## src/rtl/dsm_pkg.sv

```systemverilog
// rtl/dsm_pkg.sv - shared dsm constants and CIC decimator sizing helpers
package dsm_pkg;

  localparam int DSM_VIN_W     = 20;
  localparam int CIC_ORDER     = 3;
  localparam int CIC_DECIM_LOG = 6;

  // Bit growth of a sinc^N filter with ratio 2**decim_log, plus one bit so R**N itself fits
  function automatic int cic_acc_width(input int order, input int decim_log);
    return order * decim_log + 1;
  endfunction

endpackage

```

## src/rtl/cic_integrator.sv

```systemverilog
// rtl/cic_integrator.sv - single enable-gated CIC integrator stage (modulo 2**AW)
module cic_integrator #(
  parameter int AW = 19
) (
  input  logic          clock,
  input  logic          reset,
  input  logic          en,
  input  logic [AW-1:0] din,
  output logic [AW-1:0] acc,
  output logic [AW-1:0] acc_next
);

  assign acc_next = acc + din;

  always_ff @(posedge clock) begin
    if (reset) begin
      acc <= '0;
    end else if (en) begin
      acc <= acc_next;
    end
  end

endmodule

```

## src/rtl/dsm_decimator.sv

```systemverilog
// rtl/dsm_decimator.sv - sinc^N CIC decimator recovering unsigned samples from the dsm bitstream
// Define DSM_DEC_CLIP_EN to saturate full-scale results instead of letting them wrap.
module dsm_decimator
  import dsm_pkg::*;
#(
  parameter int ORDER     = CIC_ORDER,
  parameter int DECIM_LOG = CIC_DECIM_LOG,
  parameter int OUT_W     = DSM_VIN_W
) (
  input  logic             clock,
  input  logic             reset,
  input  logic             en,
  input  logic             pwm,
  output logic [OUT_W-1:0] vout,
  output logic             vout_valid
);

  localparam int AW = cic_acc_width(ORDER, DECIM_LOG);
  localparam int SH = OUT_W - ORDER * DECIM_LOG;

  logic [ORDER-1:0][AW-1:0] integ;
  logic [ORDER-1:0][AW-1:0] integ_next;
  logic [ORDER-1:0][AW-1:0] integ_din;
  logic [ORDER-1:0][AW-1:0] dly;
  logic [ORDER-1:0][AW-1:0] dly_next;
  logic [DECIM_LOG-1:0]     count;
  logic [2:0]               warm;
  logic                     tick;
  logic                     warm_done;
  logic [AW-1:0]            comb_out;
  logic [OUT_W:0]           norm;
  logic [OUT_W-1:0]         result;

  assign integ_din[0] = AW'(pwm);

  genvar k;
  generate
    for (k = 0; k < ORDER; k++) begin : g_integ
      if (k > 0) begin : g_link
        assign integ_din[k] = integ[k-1];
      end
      cic_integrator #(.AW(AW)) u_integ (
        .clock    (clock),
        .reset    (reset),
        .en       (en),
        .din      (integ_din[k]),
        .acc      (integ[k]),
        .acc_next (integ_next[k])
      );
    end
  endgenerate

  assign tick      = en & (count == {DECIM_LOG{1'b1}});
  assign warm_done = (warm == 3'(ORDER - 1));

  // The comb chain sees the last integrator's value after this cycle's update
  always_comb begin
    logic [AW-1:0] stage;
    stage    = integ_next[ORDER-1];
    dly_next = '0;
    for (int i = 0; i < ORDER; i++) begin
      dly_next[i] = stage;
      stage       = stage - dly[i];
    end
    comb_out = stage;
  end

  assign norm = (OUT_W + 1)'(comb_out) << SH;

`ifdef DSM_DEC_CLIP_EN
  assign result = norm[OUT_W] ? {OUT_W{1'b1}} : norm[OUT_W-1:0];
`else
  assign result = norm[OUT_W-1:0];
`endif

  always_ff @(posedge clock) begin
    if (reset) begin
      count      <= '0;
      dly        <= '0;
      warm       <= '0;
      vout       <= '0;
      vout_valid <= 1'b0;
    end else begin
      vout_valid <= 1'b0;
      if (en) begin
        count <= count + 1'b1;
      end
      if (tick) begin
        dly <= dly_next;
        // The first ORDER-1 ticks only prime the comb delays
        if (warm_done) begin
          vout       <= result;
          vout_valid <= 1'b1;
        end else begin
          warm <= warm + 3'd1;
        end
      end
    end
  end

endmodule

```

## config.mk

```make
export PLATFORM = sky130hd
export DESIGN_NAME = dsm_decimator
export DESIGN_NICKNAME = d
export VERILOG_FILES = /design/src/rtl/dsm_pkg.sv /design/src/rtl/cic_integrator.sv /design/src/rtl/dsm_decimator.sv
export SDC_FILE = /design/constraint.sdc
export NUM_CORES = 1
export LEC_CHECK = 0
export CORE_ASPECT_RATIO = 1.2
export CORE_MARGIN = 2
export CORE_UTILIZATION = 35
export DETAILED_ROUTE_END_ITERATION = 7
export GPL_ROUTABILITY_DRIVEN = 0
export PLACE_DENSITY_LB_ADDON = 0.08
export SYNTH_ARGS = -nofsm -noshare
export SYNTH_HDL_FRONTEND = slang
export SYNTH_HIERARCHICAL = 1
export SYNTH_SLANG_ARGS = --single-unit
```

## constraint.sdc

```tcl
create_clock -name clock -period 6.4 [get_ports clock]
set_clock_uncertainty 0.15 [all_clocks]
set_input_delay 0.64 -clock clock [delete_from_list [all_inputs] [get_ports clock]]
set_output_delay 0.64 -clock clock [all_outputs]
set_load 0.01 [all_outputs]
```

==> results of run 1 <==
layout make-up:
type | instances | area, µm² | area share, %
Inverter | 93 | 349 | 2.98
Clock buffer | 20 | 457 | 3.90
Timing Repair Buffer | 49 | 415 | 3.55
Tap cell | 385 | 482 | 4.11
Multi-Input combinational cell | 1026 | 7110 | 60.7
Clock inverter | 12 | 174 | 1.49
Sequential cell | 136 | 2730 | 23.3
path summary, 6_finish.rpt:
path                             start        to  slack (ps)  cells past startpoint
max          g_integ[1].u_integ/acc[0]  vout[19]         340                     28
max reg2reg  g_integ[1].u_integ/acc[0]  vout[19]         340                     28
min reg2reg                   vout[17]  vout[17]         300                      2
min                           vout[17]  vout[17]         300                      2
power by group through the flow:
stage               clock (W)  sequential [W]  combinational [W]
global route          0.00114        0.000942            0.00470
finish                0.00107        0.000935            0.00418
detailed placement          0        0.000951            0.00388
CTS                   0.00110        0.000933            0.00389
global placement            0        0.000950            0.00389
floorplan                   0        0.000937            0.00313
routing by layer:
metal  vias up  track usage (%)  routed length, µm
met5         -                0                  0
met3        28             2.36                320
li1       4602                -                  -
met4         0             6.38                644
met2        57             30.5              12500
met1      3929             17.7              10300
worst min-delay path: cells and delay by family, from the launching register on:
family	cells	cell delay [ps]
flops	1	300
simple gates	1	50
compound gates	1	50
what timing repair did:
item	in CTS	in global routing
buffers inserted	0	9
setup endpoints to repair	0	5
resized for setup	0	34
stage by stage:
step | total power, W | area, µm² | setup slack, ps | utilization (%) | hold WS, ps
finish | 0.00618 | 11700 | 343 | 40.7 | 297
global route | 0.00678 | 11700 | -47.3 | 40.7 | 315
CTS | 0.00593 | 11500 | 14.2 | 40.0 | 302
detailed placement | 0.00483 | 10900 | 42.7 | 37.8 | 294
global placement | 0.00484 | 10900 | 108 | 37.8 | 288
floorplan | 0.00407 | 10300 | 338 | - | 286
state kept, by name (all words and copies together), names as in the netlist:
register and flops:
dly 54, g_integ.u_integ/acc 54, vout 18, count 6
warm 3, vout_valid 1
cells in the final DEF, fill, tap and decap left out, types with 28 or more instances in the layout:
cell type  instances
a21oi_1          126
inv_1             92
xnor2_1           53
dfxtp_1          134
nor2_1           110
buf_4             28
a21o_1            33
nand2_1          172
ha_1             104
==> flow_summary.toml, run 1 <==
[sta]
finalSetupTns_ps = 0
final_max_slew_viol_count = 0
fmax_ghz = 0.165
min_period_ps = 6060
hold_viol = 0
relSlewSlack_pct = 45.1
tightest_slew_ps = 824
setup_viol = 0
post-route-period-util_pct = 94.6

[min_path]
hp-class = "flop to flop"

[synth]
syn_inst = 1294
yosys_warnings = 6
avgSynthCellArea_um2 = 7.88
synth_area_mm2 = 0.0102

[floorplanning]
start_util_pct = 35.5
rows = 68
fp.dieW_um = 160
die_y_um = 191
ios = 25
dieArea_mm2 = 0.0305
core_region_area_mm2 = 0.0288

[setup_path]
start_kind = "flop"
endpoint_kind = "flop"
crit_required_ps = 6530
cp_common_cell = "ha_1"
cp_top_family = "compound AO/OA/AOI/OAI gates"
cp_data_arrival_time_ps = 6190
crit_fanout = 5
crit_buf_inv = 1
crit_path_max_incr_delay_ps = 370
worst-setup-path-type = "flop to flop"
slowest_stage = "nor4_2"

[layout]
antenna_cells = 0
area_delta_synth_final_pct = 14.9
drive_above_1_share_pct = 8.98
fillers = 3087
layout.nets = 1441
fin_cells = 1721

[route]
dr.pass1.iters = 4
vias = 8616
drc = 0
ant_nets = 0
vias_per_cell = 5.01
drtIter0Drc = 301
wl_um = 23700
wl_per_cell_um = 13.8

[power_and_ir_drop]
power_leakage_nw = 4.75
vdd_drop_max_mv = 0.264
p_seq_share_pct = 15.1
combinationalPowerShare_pct = 67.6
switching_power_w = 0.00267
p_int_w = 0.00351
power_density_mw_per_mm2 = 528
p_sw_share_pct = 43.2
pwr-share-clk_pct = 17.2

[clock_network]
hold_buffers = 0
clock_sinks = 136
cts_made_buffers = 17
cts_tree = "yes"
clk_pin_slew_ps = 60
clock-root-buffer = "clkbuf_16"
cts_buffer_depth = 2
clkLatencyLatePin_ps = 430
cts-htree-levels = 4

[placed_design]
dpl.cell_count = 1680
hpwlAfterDp_um = 17500
portBuffers = 22

[run_status]
outcome = "complete, no violations"

[global_route]
grt_use_total_pct = 16.0
grt_max_degree = 60
grt_pass1_wl_um = 40200
antenna_found_initial = 0
grt_pass1_vias = 8505
grt_overflow = 0

[run]
max-cap-violations = 0
No activity file was read; power rests on OpenSTA's default activity.
==> inputs of run 2 (changes only) <==
- GPL_TIMING_DRIVEN: not set -> 0
==> flow_summary.toml, run 2 (synthesis results as in run 1) <==
[run_status]
outcome = "complete, no violations"

[route]
wl_um = 27900
ant_nets = 0
vias = 9076
wl_per_cell_um = 15.8
vias_per_cell = 5.12
drtIter0Drc = 350
drc = 0
dr.pass1.iters = 5

[setup_path]
worst-setup-path-type = "flop to flop"
cp_data_arrival_time_ps = 6320
crit_fanout = 5
slowest_stage = "dfxtp_4"
regToRegSetupSlack_ps = 290
endpoint_kind = "flop"
cp_common_cell = "xnor2_2"
r2r_cells = 29
start_kind = "flop"
crit_required_ps = 6610
reg2reg_to = "vout[19]"
rr_startpoint = "g_integ[1].u_integ/acc[0]"
crit_path_max_incr_delay_ps = 380

[global_route]
antenna_found_initial = 0
grt_use_total_pct = 18.6
grt_overflow = 0
grt_pass1_wl_um = 45000
grt_pass1_vias = 8816
grt_max_degree = 17

[power_and_ir_drop]
power_density_mw_per_mm2 = 563
power_leakage_nw = 4.92
vdd_drop_max_mv = 0.338

[clock_network]
hold_buffers = 0
cts_made_buffers = 17
clkLatencyLatePin_ps = 440
cts-htree-levels = 4
cts_buffer_depth = 2
clk_pin_slew_ps = 70
cts_tree = "yes"
clock-root-buffer = "clkbuf_16"
clock_sinks = 136

[min_path]
hp-class = "flop to flop"
min_to = "vout[9]"
hold_path_startpoint = "vout[9]"
min_path_cells = 2

[layout]
final_cell_mix = "nand2_1 (170), dfxtp_1 (133), a21oi_1 (123)"
layout_commonest_cell = "nand2_1"
layout.nets = 1494
drive_above_1_share_pct = 11.0
seq_area_mm2 = 0.00273
fillers = 3044
antenna_cells = 0
multiInputGateArea_mm2 = 0.00734
top_regs = "dly x54, g_integ.u_integ/acc x54, vout x18"
area_delta_synth_final_pct = 19.2
fin_cells = 1774

[floorplanning]
start_util_pct = 35.5
core_region_area_mm2 = 0.0288
ios = 25
die_y_um = 191
dieArea_mm2 = 0.0305
rows = 68
fp.dieW_um = 160

[sta]
hold_viol = 0
tightest_slew_ps = 805
relSlewSlack_pct = 46.4
min_period_ps = 6110
fmax_ghz = 0.164
post-route-period-util_pct = 95.4
setup_viol = 0
worst_slack_ps = 294
final_max_slew_viol_count = 0

[placed_design]
hpwlAfterDp_um = 21700
post-place-ws_ps = -841
portBuffers = 22
dpl.cell_count = 1720

[run]
max-cap-violations = 0
[run 2: changes by cell type in the layout (fill, tap and decap cells not counted), sizes merged]
| cell | previous run | this run |
|---|---|---|
| inv | 93 | 96 |
| clkinvlp | 4 | 3 |
| clkbuf | 20 | 62 |
| clkdlybuf4s50 | 20 | 22 |
| buf | 29 | 36 |
[run 2: critical path: cells and delay by family (launching register included)]
kind                       cells  cell delay (ps)
AOI/OAI and AO/OA             11             1800
adders and majority gates      5             1390
and+or+nand+nor                8             1380
xor gates and xnor gates       4              850
DFF                            1              380
buffers and inverters          1               60
[run 2: stage by stage]
stage	cell area [µm²]	total power [W]	util (%)	hold slack [ps]	setup TNS (ps)
after floorplan	10300	0.00407	-	286	0
after global placement	11000	0.00492	38.1	288	-3420
after detailed placement	11000	0.00491	38.1	293	-3270
after CTS	11700	0.00633	40.8	302	0
after global routing	12100	0.00740	42.2	318	-41.7
final	12100	0.00684	42.2	298	0
[run 2: report_power, final]
part           switching (W)  internal [W]
logic                0.00259       0.00222
clock network       0.000427      0.000656
registers          0.0000522      0.000892
total                0.00307       0.00377
[run 2: how the worst max path moves through the flow]
stage,end,depth (start not counted),from,slack (ps)
6_report,vout[19],29,g_integ[1].u_integ/acc[0],290
2_1_floorplan,vout[19],27,g_integ[1].u_integ/acc[0],340
4_1_cts,vout[19],28,g_integ[1].u_integ/acc[0],2
3_5_place_dp,vout[19],28,g_integ[1].u_integ/acc[0],-840
3_3_place_gp,vout[19],28,g_integ[1].u_integ/acc[0],-870
5_1_grt,vout[19],29,g_integ[1].u_integ/acc[0],-40
[run 2: final cells by class]
class / count / share of cell area, %
multi-input cells: 1026 / 60.4
flip-flops and latches: 136 / 22.5
well taps: 385 / 3.97
clock inverters: 14 / 1.62
inverters: 93 / 2.87
plain buffers: 58 / 1.95
repair buffers: 44 / 3.17
clock buffers: 18 / 3.53
[run 2: repair_timing]
item	4_1_cts	5_1_grt
setup buffers	6	16
setup endpoints to repair	8	6
pin swaps	8	23
gates resized for setup	24	50
hold endpoints to repair	0	0
[run 2: per-layer routing]
metal | track usage [%] | part of all wire (%) | up-vias
li1 | - | - | 4712
met3 | 2.30 | 1.9 | 43
met4 | 8.84 | 3.8 | 0
met2 | 35.3 | 52 | 126
met5 | 0 | 0 | -
met1 | 20.5 | 43 | 4195
==> inputs of run 3 (changes only) <==
- RECOVER_POWER: not set -> 50
==> flow_summary.toml, run 3 (synthesis results as in run 1) <==
[floorplanning]
rows = 68
fp.dieW_um = 160
ios = 25
dieArea_mm2 = 0.0305
start_util_pct = 35.5
core_region_area_mm2 = 0.0288
die_y_um = 191

[route]
wl_per_cell_um = 15.8
ant_nets = 0
vias_per_cell = 5.12
dr.pass1.iters = 5
drtIter0Drc = 327
wl_um = 28000
drc = 0
vias = 9075

[layout]
top_regs = "dly x54, g_integ.u_integ/acc x54, vout x18"
final_util_pct = 42.1
seq_area_mm2 = 0.00273
fillers = 3051
multiInputGateArea_mm2 = 0.00729
design_area_mm2 = 0.0121
layout_commonest_cell = "nand2_1"
antenna_cells = 0
final_cell_mix = "nand2_1 (170), dfxtp_1 (133), a21oi_1 (123)"
drive_above_1_share_pct = 10.7
layout.nets = 1494
area_delta_synth_final_pct = 18.7

[sta]
post-route-period-util_pct = 95.5
hold_viol = 0
min_period_ps = 6110
final_max_slew_viol_count = 0
tightest_slew_ps = 808
finalSetupTns_ps = 0
setup_viol = 0
relSlewSlack_pct = 46.1
worst_slack_ps = 291
fmax_ghz = 0.164

[setup_path]
r2r_cells = 29
crit_path_max_incr_delay_ps = 380
slowest_stage = "dfxtp_4"
crit_buf_inv = 1
crit_required_ps = 6610
crit_fanout = 5
cp_common_cell = "xnor2_2"
cp_data_arrival_time_ps = 6320
cp_top_family = "compound AO/OA/AOI/OAI gates"
worst-setup-path-type = "flop to flop"
endpoint_kind = "flop"
start_kind = "flop"
regToRegSetupSlack_ps = 290
cp.depth = 29

[clock_network]
clkLatencyLatePin_ps = 440
clk_pin_slew_ps = 70
cts_made_buffers = 17
cts_tree = "yes"
clock_sinks = 136
clock-root-buffer = "clkbuf_16"
cts-htree-levels = 4
cts_buffer_depth = 2

[global_route]
grt_max_degree = 17
grt_overflow = 0
grt_use_total_pct = 18.6
antenna_found_initial = 0
grt_pass1_vias = 8816
grt_pass1_wl_um = 45000

[power_and_ir_drop]
power_density_mw_per_mm2 = 565
power_leakage_nw = 4.97
vdd_drop_max_mv = 0.338
power_w = 0.00684

[min_path]
hp-class = "flop to flop"
min_path_cells = 2

[run]
max-cap-violations = 0

[placed_design]
post-place-ws_ps = -841
hpwlAfterDp_um = 21700
portBuffers = 22
placed_cell_area_mm2 = 0.0110

[run_status]
outcome = "complete, no violations"
## run 3: cell types whose count changed in the layout (fill, tap and decap cells not counted), sizes merged
cell | before | now
clkbuf | 62 | 65
buf | 36 | 33
clkdlybuf4s50 | 22 | 0
dlygate4sd3 | 0 | 22
## run 3: power by group
| part | total [W] | switching, W | internal (W) | leakage, nW |
|---|---|---|---|---|
| Combinational | 0.00481 | 0.00260 | 0.00222 | 3.57 |
| Clock | 0.00108 | 0.000426 | 0.000655 | 0.297 |
| Sequential | 0.000944 | 0.0000523 | 0.000892 | 1.10 |
| Total | 0.00684 | 0.00307 | 0.00376 | 4.97 |
## run 3: metrics by stage
| stage | std cells | hold slack, ps |
|---|---|---|
| after detailed placement | 1720 | 293 |
| final | 1774 | 294 |
| after global placement | 1720 | 288 |
| after CTS | 1758 | 302 |
| after floorplan | 1313 | 286 |
| after global routing | 1774 | 317 |
## run 3: area by class of cell
type                            instances  area share, %
Inverter                               93           2.88
Clock inverter                         14           1.62
Sequential cell                       136           22.5
Timing Repair Buffer                   44           3.18
Tap cell                              385           3.98
Multi-Input combinational cell       1026           60.3
Buffer                                 58           1.95
Clock buffer                           18           3.55
## run 3: final timing paths
| check | from | end |
|---|---|---|
| worst min register to register | vout[16] | vout[16] |
| worst max-delay path | g_integ[1].u_integ/acc[0] | vout[19] |
| worst max register to register | g_integ[1].u_integ/acc[0] | vout[19] |
| worst min-delay path | vout[16] | vout[16] |
## run 3: timing repair
item                       4_1_cts  5_1_grt
resized for setup               24       50
buffers inserted                 6       16
hold buffers                     0        0
pin swaps                        8       23
setup endpoints to repair        8        6
## run 3: routing by layer
layer	up-vias	routed length (µm)	global-route usage [%]
met4	0	1080	8.84
met1	4172	11900	20.5
li1	4715	-	-
met3	47	592	2.30
met2	141	14500	35.3
met5	-	0	0
## run 3: worst min-delay path, delay by kind of cell, from the launching register on
family / cells / cell delay (ps)
AOI/OAI and AO/OA: 1 / 50
DFF: 1 / 310
and+or+nand+nor: 1 / 50
